### src/rtl/cam_pkg.sv
// Shared definitions for the camera capture/scaler slice.
// - OUT_FMT encodings for the pixel converter
// - capture FSM state encoding
// - fmt_dw(): output pixel width for a given OUT_FMT
package cam_pkg;

  localparam int FMT_RGB332 = 0;
  localparam int FMT_RGB444 = 1;
  localparam int FMT_RGB565 = 2;

  typedef enum logic [2:0] {
    ST_IDLE,
    ST_WAIT_FRAME,
    ST_WAIT_ROW,
    ST_ROW_CAPTURE,
    ST_ROW_SKIP,
    ST_DONE
  } cap_state_e;

  function automatic int fmt_dw(input int fmt);
    return (fmt == FMT_RGB565) ? 16 : (fmt == FMT_RGB444) ? 12 : 8;
  endfunction

endpackage

### src/rtl/pix_fmt_conv.sv
// Combinational RGB565 -> OUT_FMT converter (truncates low colour bits).
// Ports:
//   rgb565  in  16  source pixel {R[4:0],G[5:0],B[4:0]}
//   pix     out DW  converted pixel, DW = fmt_dw(OUT_FMT)
module pix_fmt_conv
  import cam_pkg::*;
#(
  parameter  int OUT_FMT = FMT_RGB332,
  localparam int DW      = fmt_dw(OUT_FMT)
) (
  input  logic [15:0]   rgb565,
  output logic [DW-1:0] pix
);

  generate
    if (OUT_FMT == FMT_RGB565) begin : g_565
      assign pix = rgb565;
    end else if (OUT_FMT == FMT_RGB444) begin : g_444
      assign pix = {rgb565[15:12], rgb565[10:7], rgb565[4:1]};
      // dropped LSBs of each channel
      logic unused_bits;
      assign unused_bits = ^{rgb565[11], rgb565[6:5], rgb565[0]};
    end else begin : g_332
      assign pix = {rgb565[15:13], rgb565[10:8], rgb565[4:3]};
      logic unused_bits;
      assign unused_bits = ^{rgb565[12:11], rgb565[7:5], rgb565[2:0]};
    end
  endgenerate

endmodule

### src/rtl/cam_capture_scaler.sv
// Camera capture with integer decimation and format conversion into a
// dual-port RAM. One frame is captured per arm (capture_en), starting at
// the first vsync falling edge seen after arming.
// Ports:
//   pclk, rst_n      pixel clock, async active-low reset
//   data/href/vsync  camera byte bus (two bytes per RGB565 pixel, MSB first)
//   capture_en       arm capture of the next frame
//   DP_RAM_*         registered write port (addr/data/strobe)
//   frame_done       one-cycle pulse after a captured frame ends
//   frame_short      sticky: last frame ended before all rows were written
module cam_capture_scaler
  import cam_pkg::*;
#(
  parameter  int IMG_W   = 160,
  parameter  int IMG_H   = 120,
  parameter  int DEC_X   = 4,
  parameter  int DEC_Y   = 4,
  parameter  int OUT_FMT = FMT_RGB332,
  parameter  int AW      = 15,
  localparam int DW      = fmt_dw(OUT_FMT)
) (
  input  logic          pclk,
  input  logic          rst_n,
  input  logic [7:0]    data,
  input  logic          href,
  input  logic          vsync,
  input  logic          capture_en,
  output logic [AW-1:0] DP_RAM_addr_out,
  output logic [DW-1:0] DP_RAM_data_out,
  output logic          DP_RAM_regW,
  output logic          frame_done,
  output logic          frame_short
);

  localparam logic [2:0]    DX_MAX = 3'(DEC_X - 1);
  localparam logic [2:0]    DY_MAX = 3'(DEC_Y - 1);
  localparam logic [AW-1:0] W_L    = AW'(IMG_W);
  localparam logic [AW-1:0] H_L    = AW'(IMG_H);
  localparam logic [AW-1:0] W_LAST = AW'(IMG_W - 1);
  localparam logic [AW-1:0] H_LAST = AW'(IMG_H - 1);

  cap_state_e    state, state_nxt;
  logic          vsync_q, href_q, phase;
  logic [7:0]    hi_byte;
  logic [2:0]    src_col_m, src_row_m;   // source col/row modulo DEC_X/DEC_Y
  logic [AW-1:0] out_col, out_row, row_base;
  logic [DW-1:0] pix_conv;

  logic vs_fall, vs_rise, hr_rise, hr_fall;
  logic in_frame, abort, row_keep, col_keep;
  logic cap_byte, pix_done, wr_en, last_px, row_end;

  assign vs_fall = vsync_q & ~vsync;
  assign vs_rise = ~vsync_q & vsync;
  assign hr_rise = href & ~href_q;
  assign hr_fall = ~href & href_q;

  pix_fmt_conv #(.OUT_FMT(OUT_FMT)) u_conv (
    .rgb565 ({hi_byte, data}),
    .pix    (pix_conv)
  );

  // state register
  always_ff @(posedge pclk or negedge rst_n) begin
    if (!rst_n) state <= ST_IDLE;
    else        state <= state_nxt;
  end

  // next-state
  always_comb begin
    state_nxt = state;
    case (state)
      ST_IDLE:        if (capture_en) state_nxt = ST_WAIT_FRAME;
      ST_WAIT_FRAME:  if (vs_fall)    state_nxt = ST_WAIT_ROW;
      ST_WAIT_ROW:
        if (abort)        state_nxt = ST_DONE;
        else if (hr_rise) state_nxt = row_keep ? ST_ROW_CAPTURE : ST_ROW_SKIP;
      ST_ROW_CAPTURE:
        if (abort || last_px) state_nxt = ST_DONE;
        else if (hr_fall)     state_nxt = ST_WAIT_ROW;
      ST_ROW_SKIP:
        if (abort)        state_nxt = ST_DONE;
        else if (hr_fall) state_nxt = ST_WAIT_ROW;
      ST_DONE:        state_nxt = capture_en ? ST_WAIT_FRAME : ST_IDLE;
      default:        state_nxt = ST_IDLE;
    endcase
  end

  // control strobes
  always_comb begin
    in_frame = (state == ST_WAIT_ROW) || (state == ST_ROW_CAPTURE) ||
               (state == ST_ROW_SKIP);
    abort    = in_frame && vs_rise;
    row_keep = (src_row_m == 3'd0) && (out_row < H_L);
    // the first byte of a kept row arrives on the same edge as href rising
    cap_byte = href && !abort &&
               ((state == ST_ROW_CAPTURE) ||
                ((state == ST_WAIT_ROW) && hr_rise && row_keep));
    pix_done = cap_byte && phase;
    col_keep = (src_col_m == 3'd0) && (out_col < W_L);
    wr_en    = pix_done && col_keep;
    last_px  = wr_en && (out_row == H_LAST) && (out_col == W_LAST);
    row_end  = hr_fall && !abort &&
               ((state == ST_ROW_CAPTURE) || (state == ST_ROW_SKIP));
  end

  always_ff @(posedge pclk or negedge rst_n) begin
    if (!rst_n) begin
      vsync_q         <= 1'b0;
      href_q          <= 1'b0;
      phase           <= 1'b0;
      hi_byte         <= '0;
      src_col_m       <= '0;
      src_row_m       <= '0;
      out_col         <= '0;
      out_row         <= '0;
      row_base        <= '0;
      DP_RAM_regW     <= 1'b0;
      DP_RAM_addr_out <= '0;
      DP_RAM_data_out <= '0;
      frame_done      <= 1'b0;
      frame_short     <= 1'b0;
    end else begin
      vsync_q     <= vsync;
      href_q      <= href;
      DP_RAM_regW <= wr_en;
      if (wr_en) begin
        DP_RAM_addr_out <= row_base + out_col;
        DP_RAM_data_out <= pix_conv;
      end
      frame_done <= (state == ST_DONE);
      if (last_px)    frame_short <= 1'b0;
      else if (abort) frame_short <= 1'b1;

      if ((state == ST_WAIT_FRAME) && vs_fall) begin
        phase     <= 1'b0;
        src_col_m <= '0;
        src_row_m <= '0;
        out_col   <= '0;
        out_row   <= '0;
        row_base  <= '0;
      end else begin
        if (cap_byte) begin
          phase <= ~phase;
          if (!phase) hi_byte <= data;
        end
        if (pix_done) begin
          src_col_m <= (src_col_m == DX_MAX) ? 3'd0 : src_col_m + 3'd1;
          if (wr_en) out_col <= out_col + AW'(1);
        end
        // row end drops any half pixel; a captured row always advances
        // to the next row base even if it was short
        if (row_end) begin
          phase     <= 1'b0;
          src_col_m <= '0;
          src_row_m <= (src_row_m == DY_MAX) ? 3'd0 : src_row_m + 3'd1;
          if (state == ST_ROW_CAPTURE) begin
            out_row  <= out_row + AW'(1);
            row_base <= row_base + W_L;
            out_col  <= '0;
          end
        end
      end
    end
  end

endmodule

### config.mk
export PLATFORM = sky130hd
export DESIGN_NAME = cam_capture_scaler
export DESIGN_NICKNAME = d
export VERILOG_FILES = /design/src/rtl/cam_pkg.sv /design/src/rtl/pix_fmt_conv.sv /design/src/rtl/cam_capture_scaler.sv
export SDC_FILE = /design/constraint.sdc
export NUM_CORES = 1
export LEC_CHECK = 0
export ABC_AREA = 1
export BUFFER_PORTS_ARGS = -buffer_cell sky130_fd_sc_hd__clkbuf_2
export CAP_MARGIN = 40
export CORE_MARGIN = 2
export CORE_UTILIZATION = 50
export DETAILED_ROUTE_END_ITERATION = 10
export PLACE_DENSITY = 0.69
export SLEW_MARGIN = 20
export SYNTH_ARGS = -nofsm -noshare
export SYNTH_HDL_FRONTEND = slang
export SYNTH_SLANG_ARGS = --single-unit
### constraint.sdc
create_clock -name pclk -period 2.1 [get_ports pclk]
set_clock_uncertainty 0.1 [all_clocks]
set_input_delay 0.42 -clock pclk [delete_from_list [all_inputs] [get_ports pclk]]
set_output_delay 0.42 -clock pclk [all_outputs]
set_load 0.02 [all_outputs]
# Yosys cells after proc, flatten, opt, wreduce, memory -nomap -nowiden
# Cells that the tools add are included.
# totals
regBits,91
memories,0
mem_bits_ro,0
latch_bits,0
ram_bits,0
# op_classes
div_mod_pow,0
eq_ne,12
n_addsub,6
n_mul,0
muxes,33
n_bitwise,10
shift,0
order_cmp,2
reduce_logical,31
# op_table
op,count
15-bit two-way mux,11
3-bit two-way mux,15
15-bit by 1-bit adder with 15-bit output (second input constant),2
3-bit case mux with 6 select lines,1
15-bit adder,1
15-bit by 8-bit adder with 15-bit output (second input constant),1
15-bit by 7-bit == test with 1-bit output (second input constant),1
15-bit by 8-bit == test with 1-bit output (second input constant),1
15-bit by 7-bit < comparator with 1-bit output (second input constant),1
15-bit by 8-bit < comparator with 1-bit output (second input constant),1
1-bit logical AND,14
3-bit by 2-bit == test with 1-bit output (second input constant),4
3-bit logical NOT,3
3-bit by 1-bit adder with 3-bit output (second input constant),2
3-bit == test (second input constant),2
1-bit two-way mux,6
1-bit inverter,6
3-bit AND reduction,2
2-bit nonzero test,3
3-bit nonzero test,2
1-bit logical OR,5
1-bit AND,4
2-bit != test (second input constant),2
3-bit by 1-bit == test with 1-bit output (second input constant),1
3 further kinds,3

# Logic depth before layout (Yosys ltp)
# logic_depth
ltp_word,14
depth_mapped,13
depth_no_buf,13

# Modules after synthesis
# A second synthesis with hierarchy kept.
# unflattened
cells_unflattened,513
hier_area_um2,4404.2
# modules_own_cells
mod,cells_per_inst,area_each_um2,instances
cam_capture_scaler,505,4344.2,1
pix_fmt_conv,8,60.1,1

# Worst setup path before layout
# Ideal clock, no wire load.
# synth_path
kind,register -> register
startpoint,register state[1]
endpoint,register hi_byte[0]
n_path_buf,0
stages_incl_launch_ff,9
slack_ns,0.289
period_less_slack_ns,1.811
setup_time_ns,0.125
arrival_time_ns,1.586
path_cell_list,dfrtp_1 nor2_2 nand2_2 a21oi_4 nor2_4 nand2_1 inv_1 nand2_2 mux2_2
# synth_between
elab_chain_len,8
# synth_rtl
item,line_no,rtl
"start, declared",cam_capture_scaler.sv:42,"cap_state_e state, state_nxt;"
"start signal, assigned",cam_capture_scaler.sv:66,else state <= state_nxt;
"3-bit by 2-bit == test with 1-bit output, on equally long branches","cam_capture_scaler.sv:91, cam_capture_scaler.sv:98, cam_capture_scaler.sv:97",
1-bit logical OR (2 in a row),cam_capture_scaler.sv:91,in_frame = (state == ST_WAIT_ROW) || (state == ST_ROW_CAPTURE) ||
1-bit logical AND,cam_capture_scaler.sv:93,abort = in_frame && vs_rise;
1-bit logical NOT,cam_capture_scaler.sv:96,cap_byte = href && !abort &&
1-bit logical AND (2 in a row),cam_capture_scaler.sv:96,
3-bit AND reduction (no source line) (*),--,
"end signal, assigned",cam_capture_scaler.sv:145,if (!phase) hi_byte <= data;
"end, declared",cam_capture_scaler.sv:44,logic [7:0] hi_byte;
# Every way passes the cells marked *; elsewhere a longest branch is shown, timed or not.
# A chain may end at the register's enable or synchronous reset.

# Worst setup path after layout
# layout_path
startpoint,register state[2]
endpoint,register row_base[13]
# layout_between
elab_chain_len,9
# layout_rtl
item,line_no,rtl
"3-bit by 2-bit == test with 1-bit output, on equally long branches","cam_capture_scaler.sv:91, cam_capture_scaler.sv:104, cam_capture_scaler.sv:157",
1-bit logical OR (2 in a row),cam_capture_scaler.sv:91,
1-bit logical AND,cam_capture_scaler.sv:93,
1-bit logical NOT,cam_capture_scaler.sv:103,row_end = hr_fall && !abort &&
1-bit logical AND (2 in a row),cam_capture_scaler.sv:103,
2-bit nonzero test (no source line),--,
2-bit AND reduction (no source line),--,
"end signal, assigned",cam_capture_scaler.sv:159,row_base <= row_base + W_L;
"end, declared",cam_capture_scaler.sv:46,"logic [AW-1:0] out_col, out_row, row_base;"
# Several ways; a longest one is shown, not always the timed one.

==> flow_metrics.py <==
metrics = {
    "timing": {
        "fin_crit_sh": 0.949,
        "fmax_mhz": 502,
        "drv_slew": 0,
        "setup_viol": 0,
        "finalHoldWorstSlack_ns": 0.114,
        "fin_crit_ns": 1.99,
        "max_slew_margin": 0.742,
        "finalHoldViolCount": 0,
        "worstMarginPinSlew_ns": 0.387,
        "setup_tns_ns": 0,
    },
    "final_layout": {
        "layout-drive-gt1-share": 0.181,
        "diodes": 0,
        "utilization": 0.586,
        "fin_nets": 599,
        "fillerInstances": 753,
        "multiInputGateArea_um2": 2000,
        "regArea_um2": 2100,
        "syn2layout_area_growth_pct": 15.6,
    },
    "synthesis": {
        "synth_nets": 545,
        "synth.distinct_cells": 41,
        "yosysWarnings": 0,
        "synth-seq-area-share": 0.482,
        "syn-cell-area_um2": 4360,
        "avgSynthCellArea_um2": 8.45,
        "synthCells": 516,
        "ys.flop_type": "dfrtp_1",
        "synth-seq-cells": 84,
        "synth_edf_count": 0,
        "async_flop_share": 1.00,
    },
    "min_path": {
        "hp-class": "primary input to flop",
        "worstHoldPathCells": 1,
    },
    "job": {
        "cap_violations": 0,
    },
    "worst_setup_path": {
        "cp-end-kind": "flop",
        "worstPathMaxFanout": 16,
        "path_class": "flop to flop",
        "startpoint_type": "flop",
        "rr_worst_depth": 12,
        "crit_arrival_ns": 2.15,
        "required_ns": 2.26,
    },
    "routing": {
        "drt.antenna.violating_nets": 0,
        "drc_errors": 0,
        "vias_per_cell": 5.15,
        "wl_met3_um": 327,
        "vias": 3516,
        "first_pass_iters": 6,
        "wl_met1_um": 4180,
        "dr.max_layer_used": "met4",
        "drt_iter0_markers": 154,
        "dr_wl_met2_um": 4080,
        "wl_um": 8750,
        "wl_per_cell_um": 12.8,
    },
    "floorplan": {
        "core_um2": 8590,
        "die_h_um": 97.4,
        "die_x_um": 97.4,
        "initial_utilization": 0.507,
        "ios": 39,
        "dieArea_um2": 9480,
        "rows": 34,
    },
    "power": {
        "power.leakage_nw": 2.63,
        "power.density_nw_per_um2": 1110,
        "vdd_ir_drop_max_uv": 370,
    },
    "global_route": {
        "grt_use_total": 0.195,
        "grt-ovfl-total": 0,
        "grt_pass1_wl_um": 15300,
        "antenna_found_initial": 0,
        "grt_pass1_vias": 3335,
        "grt_max_degree": 35,
    },
    "clock_tree": {
        "clkTransAtPathRegs_ns": 0.09,
        "cts_tree": "yes",
        "clk_latency_ns": 0.36,
        "cts_sinks": 84,
        "root_buffer": "clkbuf_8",
        "htree_levels": 3,
        "cts-buffers-inserted": 9,
        "cts.path.max_buffers": 2,
    },
    "place": {
        "dp.final_hpwl_um": 6340,
        "port_buffers": 38,
        "routabilityCongestion": 0.838,
    },
    "outcome": {
        "outcome": "finished, final reports clean",
    },
}
-- worst max-delay path: stages, from the launching register on --
cell	delay (ns)
dfrtp_1	0.44
inv_1	0.13
nand2_4	0.14
a21oi_4	0.08
buf_12	0.14
nor2_8	0.13
nand2_8	0.13
nand2_4	0.17
nand2_1	0.08
nor2_2	0.11
nand2_1	0.07
o21ai_1	0.13
nor2_1	0.05
-- metrics by stage --
step	setup slack (ns)	total power, mW	instances	cell area, µm²
after floorplan	0.289	3.58	516	4360
after CTS	0.0899	5.58	681	4990
after global routing	-0.00407	5.96	683	5040
after detailed placement	0.103	4.10	664	4720
final	0.108	5.60	683	5040
after global placement	0.181	4.02	664	4720
-- flip-flops by register name (all words and copies together) (netlist names) --
signal / count
DP_RAM_regW: 1
src_col_m: 3
DP_RAM_addr_out: 15
frame_done: 1
href_q: 1
src_row_m: 3
row_base: 10
out_col: 15
out_row: 15
state: 3
hi_byte: 6
vsync_q: 1
frame_short: 1
phase: 1
DP_RAM_data_out: 8
-- worst paths after layout --
check	to	slack, ns	start
max	row_base[13]	0.11	state[2]
min	vsync_q	0.11	vsync
max reg2reg	row_base[13]	0.11	state[2]
min reg2reg	DP_RAM_data_out[3]	0.37	hi_byte[1]
max in group asynchronous	src_col_m[2]	0.84	rst_n
min in group asynchronous	DP_RAM_addr_out[11]	0.43	rst_n
-- cell usage after synthesis (all sizes together), types with 3 or more instances --
library cell  count  area (µm²)
o21ai            38         198
mux2              6        67.6
a211oi            3        22.5
buf               7        50.1
dfrtp            84        2100
nand2           138         559
or2               3        23.8
nand4             8        65.1
a31oi             4        25.0
ha               16         200
o21a              3        22.5
xnor2             5        43.8
nor2             69         333
inv              58         218
xor2              5        43.8
nor3             11        60.1
nand3            22         115
a21oi            28         155
-- timing repair --
item,in CTS,in global routing
hold endpoints to repair,29,0
hold buffers,1,0
resized for setup,0,7
buffers inserted,0,2
endpoints found under the setup margin,0,15
-- power by group --
| group | total (mW) | switching [mW] | internal (mW) |
|---|---|---|---|
| Combinational | 1.83 | 1.15 | 0.681 |
| Sequential | 2.30 | 0.305 | 1.99 |
| Clock | 1.47 | 0.608 | 0.860 |
-- cell type report --
cell class,instances,share of cell area
clock inverter,5,0.0211
clock buffer,11,0.0300
multi-input combinational,365,0.396
timing repair buffer,52,0.0653
sequential,84,0.417
inverter,58,0.0432
tap,108,0.0268
-- routing by layer --
layer,GRT usage,up-vias
met1,0.268,1635
met5,0,-
met3,0.0353,18
met4,0.0716,0
met2,0.311,86
li1,-,1777
-- layout by cell type, fill, tap and decap left out, types with 4 or more instances in the layout --
cell type  instances
nor2_2             5
inv_1             55
o21ai_1            6
mux2_2             6
buf_4             11
a31oi_1            4
xor2_1             5
clkbuf_8          11
nand2_2            4
nand4_1            7
o21ai_0           30
nor3_1            10
clkbuf_2          37
a21oi_1           26
nand2_1          131
nor2_1            58
xnor2_1            5
ha_1              16
nand3_1           21
dfrtp_1           84
-- cells by family after synthesis --
family,count (synthesis),synth area share
simple gates,252,0.267
flops,84,0.482
compound gates,81,0.106
buf+inv,67,0.0632
fa+ha+maj,16,0.0459
xor+xnor,10,0.0201
mux,6,0.0155
Power figures use the tool's default switching activity.
